[config.mk]
export PLATFORM = sky130hd
export DESIGN_NAME = clkdiv_monitor
export DESIGN_NICKNAME = d
export VERILOG_FILES = /design/src/rtl/clkdiv_mon_pkg.sv /design/src/rtl/clkdiv_tap_checker.sv /design/src/rtl/clkdiv_monitor.sv
export SDC_FILE = /design/constraint.sdc
export NUM_CORES = 1
export LEC_CHECK = 0
export ABC_AREA = 1
export CAP_MARGIN = 0
export CORE_ASPECT_RATIO = 1.4
export CORE_UTILIZATION = 58
export DETAILED_ROUTE_END_ITERATION = 8
export HOLD_SLACK_MARGIN = 0.05
export PLACE_DENSITY = 0.79
export SYNTH_ARGS = -nofsm -noshare
export SYNTH_HDL_FRONTEND = slang
export SYNTH_HIERARCHICAL = 1
export SYNTH_SLANG_ARGS = --single-unit
[constraint.sdc]
create_clock -name clk -period 3.21 [get_ports clk]
set_clock_uncertainty 0.05 [all_clocks]
set_input_delay 0.642 -clock clk [delete_from_list [all_inputs] [get_ports clk]]
set_output_delay 0.642 -clock clk [all_outputs]
set_load 0.01 [all_outputs]
[src/rtl/clkdiv_mon_pkg.sv]
// Shared types and constants for the clock-divider tap monitor.
package clkdiv_mon_pkg;

   localparam int CNT_W_DEF = 8;

   typedef enum logic [1:0] {
      INIT   = 2'd0,
      SYNC   = 2'd1,
      LOCKED = 2'd2
   } tap_state_t;

   // Nominal half-period of tap idx, in clk cycles.
   function automatic int exp_half(input int idx);
      return 1 << idx;
   endfunction

   // Run length (no edge seen) at which a tap is declared stalled.
   function automatic int timeout_half(input int idx);
      return 2 * exp_half(idx) + 1;
   endfunction

endpackage

[src/rtl/clkdiv_tap_checker.sv]
// One tap's half-period checker: run counter, lock FSM, sticky error and
// last measured half-period.
//
//   state  | meaning
//   -------+----------------------------------------------------------
//   INIT   | no reference edge yet; the next edge starts a measurement
//   SYNC   | measuring, fewer than LOCK_EDGES consecutive good halves
//   LOCKED | LOCK_EDGES consecutive good halves seen, still measuring
module clkdiv_tap_checker
   import clkdiv_mon_pkg::*;
#(
   parameter int TAP_IDX    = 0,
   parameter int LOCK_EDGES = 4,
   parameter int CNT_W      = CNT_W_DEF
) (
   input  logic             clk,
   input  logic             rst,
   input  logic             tap,
   input  logic             tap_q,
   input  logic             clear,
   output logic             locked,
   output logic             err,
   output logic [CNT_W-1:0] last_half
);

   localparam int GOOD_W = (LOCK_EDGES < 1) ? 1 : $clog2(LOCK_EDGES + 1);

   localparam logic [CNT_W-1:0]  EXP_RUN  = CNT_W'(exp_half(TAP_IDX));
   localparam logic [CNT_W-1:0]  TO_RUN   = CNT_W'(timeout_half(TAP_IDX));
   localparam logic [CNT_W-1:0]  RUN_MAX  = '1;
   localparam logic [GOOD_W-1:0] GOOD_MAX = '1;
   localparam logic [GOOD_W-1:0] LOCK_CNT = GOOD_W'(LOCK_EDGES);

   tap_state_t        state;
   logic [CNT_W-1:0]  run_cnt;
   logic [GOOD_W-1:0] good_cnt;
   logic [GOOD_W-1:0] good_inc;
   logic              tap_edge;
   logic              run_eq_exp;
   logic              run_timeout;
   logic              err_set;

   // Edge detect, compare results and the error-set condition for this cycle.
   always_comb begin
      tap_edge    = tap ^ tap_q;
      run_eq_exp  = (run_cnt == EXP_RUN);
      run_timeout = (run_cnt == TO_RUN);
      good_inc    = (good_cnt == GOOD_MAX) ? good_cnt : good_cnt + 1'b1;
      err_set     = 1'b0;
      if (state != INIT) begin
         err_set = tap_edge ? !run_eq_exp : run_timeout;
      end
   end

   // Cycles since the last edge: restarts at 1 after an edge, saturates.
   always_ff @(posedge clk) begin
      if (rst) begin
         run_cnt <= '0;
      end else if (tap_edge) begin
         run_cnt <= CNT_W'(1);
      end else if (run_cnt != RUN_MAX) begin
         run_cnt <= run_cnt + 1'b1;
      end
   end

   // Lock FSM with registered locked/last_half and the sticky error bit.
   always_ff @(posedge clk) begin
      if (rst) begin
         state     <= INIT;
         good_cnt  <= '0;
         locked    <= 1'b0;
         err       <= 1'b0;
         last_half <= '0;
      end else begin
         // a new error wins over a simultaneous clear
         err <= err_set | (err & ~clear);
         case (state)
            INIT: begin
               // first half-period after INIT is partial, so it is not judged
               if (tap_edge) begin
                  state    <= SYNC;
                  good_cnt <= '0;
               end
            end
            SYNC, LOCKED: begin
               if (tap_edge) begin
                  last_half <= run_cnt;
                  if (run_eq_exp) begin
                     good_cnt <= good_inc;
                     if (state == SYNC && good_inc >= LOCK_CNT) begin
                        state  <= LOCKED;
                        locked <= 1'b1;
                     end
                  end else begin
                     good_cnt <= '0;
                     state    <= SYNC;
                     locked   <= 1'b0;
                  end
               end else if (run_timeout) begin
                  // stalled tap: drop back to INIT so the timeout fires once
                  good_cnt <= '0;
                  state    <= INIT;
                  locked   <= 1'b0;
               end
            end
            default: begin
               good_cnt <= '0;
               state    <= INIT;
               locked   <= 1'b0;
            end
         endcase
      end
   end

endmodule

[src/rtl/clkdiv_monitor.sv]
// Clock-divider tap bus monitor: samples the divider taps as data in the clk
// domain and checks every half-period of every tap against its nominal ratio.
module clkdiv_monitor
   import clkdiv_mon_pkg::*;
#(
   parameter int NTAPS      = 4,
   parameter int LOCK_EDGES = 4,
   parameter int CNT_W      = CNT_W_DEF
) (
   input  logic                   clk,
   input  logic                   rst,
   input  logic [NTAPS-1:0]       taps,
   input  logic                   clear,
   output logic [NTAPS-1:0]       locked,
   output logic [NTAPS-1:0]       err,
   output logic                   err_any,
   output logic [NTAPS*CNT_W-1:0] last_half
);

   logic [NTAPS-1:0] taps_q;

   // Single register stage on the tap bus; edges are taps != taps_q.
   always_ff @(posedge clk) begin
      if (rst) begin
         taps_q <= '0;
      end else begin
         taps_q <= taps;
      end
   end

   // Summary error flag straight off the registered sticky bits.
   always_comb begin
      err_any = |err;
   end

   for (genvar gi = 0; gi < NTAPS; gi++) begin : g_tap
      clkdiv_tap_checker #(
         .TAP_IDX    (gi),
         .LOCK_EDGES (LOCK_EDGES),
         .CNT_W      (CNT_W)
      ) u_chk (
         .clk       (clk),
         .rst       (rst),
         .tap       (taps[gi]),
         .tap_q     (taps_q[gi]),
         .clear     (clear),
         .locked    (locked[gi]),
         .err       (err[gi]),
         .last_half (last_half[gi*CNT_W +: CNT_W])
      );
   end

endmodule

Word level (Yosys, flattened, before mapping)

Cells that the tools add are included.

Bits in registers: 96
Bits of input ports: 7
Word-level logic and storage cells: 223

$add $sub $neg: 8
$lt $le $gt $ge: 4
Equal/unequal tests: 36
Muxes and demuxes: 84
Bitwise gates (word level): 17
Reductions and logical operators: 45

Operators with widths:

| operator                                               | count |
|---|---|
| 2-to-1 mux 3 bit                                       | 20 |
| 2-to-1 mux 2 bit                                       | 20 |
| adder 8 x 1 -> 8 bit (second input constant)           | 4 |
| 2-to-1 mux 1 bit                                       | 32 |
| inequality test 8 bit (second input constant)          | 4 |
| one-hot mux 3 bit (2 select lines)                     | 4 |
| AND reduction 3 bit                                    | 8 |
| equality test 8 x 2 -> 1 bit (second input constant)   | 2 |
| equality test 8 x 3 -> 1 bit (second input constant)   | 2 |
| equality test 8 x 4 -> 1 bit (second input constant)   | 2 |
| inequality test 4 bit (second input constant)          | 4 |
| one-hot mux 2 bit (2 select lines)                     | 4 |
| AND reduction 2 bit                                    | 8 |
| nonzero test 2 bit                                     | 8 |
| OR reduction 2 bit                                     | 8 |
| adder 3 x 1 -> 3 bit (second input constant)           | 4 |
| equality test 3 bit (second input constant)            | 4 |
| >= comparator 3 bit (second input constant)            | 4 |
| inequality test 3 x 1 -> 1 bit (second input constant) | 4 |
| equality test 2 x 1 -> 1 bit (second input constant)   | 4 |
| equality test 2 bit (second input constant)            | 4 |
| equality test 8 x 1 -> 1 bit (second input constant)   | 1 |
| equality test 8 x 5 -> 1 bit (second input constant)   | 1 |
| zero test 2 bit                                        | 4 |
| other kinds (9)                                        | 34 |

Logic depth before layout (Yosys ltp)

Gate-level depths: netlist (run 1).

Depth after elaboration: 8
Gate-level depth with buffers: 10

Hierarchy

Netlist (run 1), hierarchy kept.

Modules (own cells, without submodules):

| module                               | instances | cells each | area an instance (µm²) |
|---|---|---|---|
| clkdiv_tap_checker at g_tap[3].u_chk | 1         | 175        | 1,280.0 |
| clkdiv_tap_checker at g_tap[0].u_chk | 1         | 163        | 1,207.4 |
| clkdiv_tap_checker at g_tap[1].u_chk | 1         | 167        | 1,198.6 |
| clkdiv_tap_checker at g_tap[2].u_chk | 1         | 163        | 1,172.4 |
| clkdiv_monitor                       | 1         | 15         | 121.4 |

Least setup slack after synthesis (run 1)

OpenSTA, ideal clock, no wires.

Path type: input port to flip-flop
From: input taps[2]
To: register g_tap[2].u_chk.good_cnt[2]
Setup time: 70 ps
Data arrival time: 1,358 ps
Data required time: 3,090 ps
Path slack: 1,732 ps
Stages: 7
Buffers on the path: 0
Cell sequence: inv_1 > nand2_1 > nand2_2 > nor2_4 > nand2_1 > or2_0 > a21oi_1

Cells in the longest elaborated chain, start to end: 3

RTL lines:

| element                                                                          | RTL line                 | source |
|---|---|---|
| from (decl)                                                                      | clkdiv_monitor.sv:12     | `input logic [NTAPS-1:0] taps,` |
| bitwise XOR 1 bit (*)                                                            | clkdiv_tap_checker.sv:45 | `tap_edge = tap ^ tap_q;` |
| 2-to-1 mux 3 bit, or another cell as far along                                   | clkdiv_tap_checker.sv:86 | `if (tap_edge) begin` |
| one-hot mux 3 bit (2 select lines) / AND reduction 2 bit (equally long branches) | -                        |  |
| to (signal assigned)                                                             | clkdiv_tap_checker.sv:89 | `good_cnt <= good_inc;` |
| to (decl)                                                                        | clkdiv_tap_checker.sv:36 | `logic [GOOD_W-1:0] good_cnt;` |

Mark *: on every way between the ends. The rest lies on a longest branch, timed or not.
A chain may end at the register's enable or synchronous reset.

==> results of run 1 <==
[metrics by stage]
step           cells  area, µm²
5_1_grt          840       5820
3_3_place_gp     825       5530
2_1_floorplan    683       4980
4_1_cts          840       5820
3_5_place_dp     825       5530
6_report         840       5820
[cell usage in the layout, fill, tap and decap left out, types with 3 or more instances in the layout]
master           instances
clkdlybuf4s50_1         47
nand3_1                 28
nand2_4                  3
a31oi_1                 14
nor2_2                  11
inv_2                   10
xnor2_1                  7
nor2_4                   6
clkbuf_8                 4
clkbuf_16                9
nand3_2                 10
inv_1                   92
dfxtp_1                 96
o21ai_1                  5
nand2_2                 13
nor2_1                  75
o21ai_0                 55
nor3_2                   7
ha_1                    31
nor3_1                   6
a21oi_1                 70
nand4_1                  8
nand2_1                119
[synthesized netlist by cell type (all sizes together)]
cell type / n
nand2: 135
inv: 102
dfxtp: 96
nor2: 92
a21oi: 71
o21ai: 60
nand3: 38
ha: 31
a31oi: 14
nor3: 13
nand4: 8
xnor2: 7
buf: 6
clkbuf: 3
clkinv: 2
or2: 2
xor2: 2
o2111ai: 1
[layout make-up]
class / instances / area, µm² / area share [%]
inverters: 104 / 390 / 6.70
repair buffers: 49 / 485 / 8.34
clock inverters: 2 / 12.5 / 0.215
well taps: 102 / 128 / 2.19
clock buffers: 13 / 280 / 4.81
flip-flops and latches: 96 / 1920 / 33.0
multi-input cells: 474 / 2610 / 44.7
[critical path, stage by stage]
cell and delay (ns):
clkdlybuf4s50_1 1.06, inv_1 0.36, o21ai_0 0.21, a21oi_1 0.07
[sequential cells by signal, summed over array words and instances (netlist names)]
name	flops
g_tap.u_chk/state	8
taps_q	4
g_tap.u_chk/last_half	32
g_tap.u_chk/locked	4
g_tap.u_chk/err	4
g_tap.u_chk/run_cnt	32
g_tap.u_chk/good_cnt	12
[power groups by stage]
stage	sequential, mW	combinational [mW]	clock, mW
after floorplan	1.68	0.898	0
after global placement	1.60	1.50	0
after detailed placement	1.61	1.54	0
after CTS	1.59	1.56	1.06
after global routing	1.62	1.73	1.10
final	1.59	1.55	1.04
[cell families (layout without fill, tap and decap cells)]
kind of cell | Yosys count | in the layout | share of synthesized area (%)
adders and majority gates | 31 | 31 | 7.79
buffers and inverters | 113 | 168 | 9.10
and+or+nand+nor | 288 | 288 | 27.8
AOI/OAI and AO/OA | 146 | 146 | 15.2
xor gates and xnor gates | 9 | 9 | 1.58
DFF | 96 | 96 | 38.6
[how the worst max path moves through the flow]
stage                  from                     endpoint  slack (ns)
floorplan           taps[2]   g_tap[2].u_chk/good_cnt[2]        1.73
global placement        rst  g_tap[2].u_chk/last_half[1]        0.77
detailed placement      rst  g_tap[1].u_chk/last_half[3]        0.69
CTS                     rst  g_tap[3].u_chk/last_half[2]        1.03
global route            rst  g_tap[2].u_chk/last_half[2]        0.93
finish                  rst  g_tap[1].u_chk/last_half[3]        1.03
[metal layers]
| metal | global-route usage, % | wire length [µm] | up-vias | share of wire [%] |
|---|---|---|---|---|
| li1 | - | - | 2311 | - |
| met1 | 26.1 | 4240 | 2092 | 41 |
| met2 | 46.3 | 5600 | 82 | 54 |
| met3 | 4.18 | 301 | 17 | 2.9 |
| met4 | 11.8 | 218 | 0 | 2.1 |
| met5 | 0 | 0 | - | 0 |
==> results.json, run 1 <==
{
  "final_util_pct": 70.6,
  "rsz0062_at_grt": "no",
  "p_comb_share_pct": 37.1,
  "reg2reg_depth": 7,
  "overflow": 0,
  "synth_seq_area_share_pct": 38.6,
  "endpoint_kind": "flip-flop",
  "viasPerCell": 5.36,
  "path_class": "input pin to flip-flop",
  "hold_path_class": "flip-flop to flip-flop",
  "dieArea_um2": 8970,
  "min-delay-start": "g_tap[2].u_chk/err",
  "drc_errors": 0,
  "clk_pin_slew_worst_paths_ns": 0.06,
  "cp_max_fo": 19,
  "wl_per_cell_um": 12.3,
  "worst_slew_pin_slew_ns": 0.900,
  "setup.worst_path.start_class": "input pin",
  "antenna_found_initial": 0,
  "worstPathRequired_ns": 3.38,
  "clockBufferDepth": 2,
  "vdd_drop_max_uv": 551,
  "drv_cap": 0,
  "rows": 39,
  "cts_buffers": 9,
  "dp_hpwl_um": 7740,
  "post-cts-setup-buffers": 0,
  "track_usage_pct": 24.8,
  "switchingPower_mw": 1.44,
  "seq_power_share_pct": 38.0,
  "syn_area_per_cell_um2": 7.29,
  "total_power_mw": 4.18,
  "p_per_area_nw_per_um2": 717,
  "final.setup.tns_ns": 0,
  "place.gp.congestion": 0.870,
  "nets": 772,
  "crit_arrival_ns": 2.34,
  "fin_crit_ns": 2.18,
  "insertion_delay_ns": 0.34,
  "syn-num-nets": 721,
  "htreeDepth": 3,
  "p_int_mw": 2.73,
  "power_leakage_nw": 2.45,
  "route.antenna.remaining_nets": 0,
  "yosys.area.top_type_share_pct": 38.6,
  "synthTopCellsByArea": "dfxtp_1, nand2_1, ha_1, a21oi_1, inv_1",
  "clock.fmax_ghz": 0.460,
  "n_antenna_cell": 0,
  "hold_end": "g_tap[2].u_chk/err",
  "whs_ns": 0.430,
  "drive_above_1_share_pct": 10.7,
  "die_y_um": 112,
  "worst_slack_ns": 1.03,
  "cts_root_buf": "clkbuf_16",
  "initial_core_util_pct": 60.4,
  "slew_headroom_pct": 39.8,
  "setup_viol": 0,
  "vias": 4502,
  "slew_violations": 0,
  "coreArea_um2": 8250,
  "port_buffers": 47,
  "r2r-start": "g_tap[2].u_chk/state[0]",
  "synth.distinct_cells": 31,
  "rrSetupSlack_ns": 1.36,
  "grt_first_pass_wirelength_um": 17800,
  "rr_endpoint": "g_tap[2].u_chk/good_cnt[2]",
  "syn_area_um2": 4980,
  "area_growth_pct": 16.9,
  "dp_slack_ns": 0.685,
  "fillers": 684,
  "finalWirelength_um": 10400,
  "p_sw_share_pct": 34.5,
  "pin_count": 48,
  "grt_start_max_net_pins": 20,
  "hold_violations": 0,
  "first_iter_violations": 277,
  "fp.dieW_um": 80.3,
  "p_clk_share_pct": 24.9,
  "yosysTopAreaCell": "dfxtp_1",
  "ys_ff_latch": 96,
  "synth_warnings": 6,
  "drt_pass1_iterations": 5,
  "holdBufCountCts": 0,
  "cts_tree": "done",
  "fin_crit_sh_pct": 67.8,
  "status": "complete, no violations",
  "cts_resized": 0,
  "syn_inst": 683,
  "grt_pass1_vias": 4340,
  "whs_path_depth": 2,
  "clock_sinks": 96
}
Power figures use the tool's default switching activity.
==> inputs of run 2 (changes only) <==
--- a/config.mk
+++ b/config.mk
@@ -8,10 +8,10 @@
 export ABC_AREA = 1
 export CAP_MARGIN = 0
 export CORE_ASPECT_RATIO = 1.4
-export CORE_UTILIZATION = 58
+export CORE_UTILIZATION = 57
 export DETAILED_ROUTE_END_ITERATION = 8
 export HOLD_SLACK_MARGIN = 0.05
-export PLACE_DENSITY = 0.79
+export PLACE_DENSITY = 0.78
 export SYNTH_ARGS = -nofsm -noshare
 export SYNTH_HDL_FRONTEND = slang
 export SYNTH_HIERARCHICAL = 1
==> constraint.sdc (replaced) <==
create_clock -name clk -period 2.2 [get_ports clk]
set_clock_uncertainty 0.05 [all_clocks]
set_input_delay 0.44 -clock clk [delete_from_list [all_inputs] [get_ports clk]]
set_output_delay 0.44 -clock clk [all_outputs]
set_load 0.01 [all_outputs]
==> results.json, run 2 (synthesis gave the netlist of run 1 again) <==
{
  "status": "complete, no violations",
  "insertion_delay_ns": 0.34,
  "track_usage_pct": 23.6,
  "power_leakage_nw": 2.47,
  "cp_max_fo": 3,
  "viasPerCell": 5.31,
  "path_class": "flip-flop to output pin",
  "nets": 773,
  "cts_buffers": 9,
  "cts_resized": 0,
  "reg.largest.list": "g_tap.u_chk/last_half x32, g_tap.u_chk/run_cnt x32, g_tap.u_chk/good_cnt x12",
  "final_common_cell": "nand2_1",
  "worst_slew_pin_slew_ns": 0.360,
  "rrSetupSlack_ns": 0.48,
  "grt_first_pass_wirelength_um": 17400,
  "clockBufferDepth": 2,
  "final.setup.tns_ns": 0,
  "rows": 40,
  "endpoint_kind": "output pin",
  "vdd_drop_max_uv": 783,
  "cts_root_buf": "clkbuf_16",
  "dp_hpwl_um": 7330,
  "slew_violations": 0,
  "clock_sinks": 96,
  "dieArea_um2": 9120,
  "port_buffers": 47,
  "fp.dieW_um": 81.0,
  "rr_endpoint": "g_tap[3].u_chk/state[0]",
  "initial_core_util_pct": 58.5,
  "vias": 4490,
  "r2r-start": "g_tap[3].u_chk/state[0]",
  "pin_count": 48,
  "worstPathRequired_ns": 1.71,
  "drv_cap": 0,
  "die_y_um": 113,
  "fin_crit_ns": 1.81,
  "whs_ns": 0.429,
  "holdBufCountCts": 0,
  "fin_crit_sh_pct": 82.3,
  "multi_input_area_um2": 2610,
  "wl_per_cell_um": 12.0,
  "n_antenna_cell": 0,
  "clk_pin_slew_worst_paths_ns": 0.06,
  "drt_pass1_iterations": 5,
  "finalWirelength_um": 10200,
  "drive_above_1_share_pct": 10.9,
  "reg2reg_depth": 8,
  "setup.worst_path.start_class": "flip-flop",
  "antenna_found_initial": 0,
  "grt_start_max_net_pins": 33,
  "overflow": 0,
  "rsz0062_at_grt": "no",
  "hold_path_class": "flip-flop to flip-flop",
  "post-cts-setup-buffers": 0,
  "p_per_area_nw_per_um2": 1070,
  "drc_errors": 0,
  "setup_viol": 0,
  "first_iter_violations": 231,
  "fillers": 680,
  "coreArea_um2": 8510,
  "total_power_mw": 6.33,
  "crit_arrival_ns": 1.32,
  "hold_violations": 0,
  "slew_headroom_pct": 75.7,
  "final_cell_mix": "nand2_1, dfxtp_1, inv_1",
  "startpoint": "g_tap[1].u_chk/err",
  "grt_pass1_vias": 4218,
  "clock.fmax_ghz": 0.553,
  "seq_area_um2": 1920,
  "area_growth_pct": 18.4,
  "htreeDepth": 3,
  "route.antenna.remaining_nets": 0,
  "place.gp.congestion": 0.879,
  "critPathCapture": "err_any",
  "cts_tree": "done"
}
==> run 2: through the flow <==
step	instances	utilization (%)	setup WS (ns)	area, µm²
2_1_floorplan	683	-	0.734	4980
3_3_place_gp	829	65.3	0.282	5550
3_5_place_dp	829	65.3	0.234	5550
4_1_cts	845	69.3	0.376	5900
5_1_grt	845	69.3	0.288	5900
6_report	845	69.3	0.390	5900
==> run 2: worst min-delay path by stage <==
| stage | from | endpoint | slack (ns) | cells past startpoint |
|---|---|---|---|---|
| floorplan | g_tap[0].u_chk/good_cnt[1] | g_tap[0].u_chk/good_cnt[1] | 0.40 | 2 |
| global placement | g_tap[0].u_chk/good_cnt[1] | g_tap[0].u_chk/good_cnt[1] | 0.41 | 2 |
| detailed placement | g_tap[3].u_chk/err | g_tap[3].u_chk/err | 0.42 | 2 |
| CTS | g_tap[3].u_chk/err | g_tap[3].u_chk/err | 0.43 | 2 |
| global route | g_tap[3].u_chk/err | g_tap[3].u_chk/err | 0.45 | 2 |
| finish | g_tap[3].u_chk/err | g_tap[3].u_chk/err | 0.43 | 2 |
==> run 2: final cells by class <==
cell class	count	area share [%]
flip-flops and latches	96	32.6
inverters	104	6.62
multi-input cells	474	44.2
clock buffers	12	4.52
clock inverters	4	1.27
repair buffers	50	8.57
well taps	105	2.23
==> run 2: worst max-delay path, cell delays in order (launching register included) <==
cell	delay [ns]
dfxtp_1	0.35
nor2_1	0.06
nand2_1	0.05
clkdlybuf4s50_1	0.52
==> run 2: power by group <==
group | internal, mW | switching (mW) | leakage (nW)
registers | 2.10 | 0.202 | 0.784
logic | 1.03 | 1.26 | 1.53
clock network | 1.09 | 0.647 | 0.161
==> run 2: layer usage <==
layer | GRT usage, % | part of all wire, % | vias to the layer above
li1 | - | - | 2311
met1 | 26.5 | 43 | 2058
met4 | 10.8 | 2.3 | 0
met5 | 0 | 0 | -
met3 | 4.55 | 3.9 | 21
met2 | 41.9 | 50 | 100
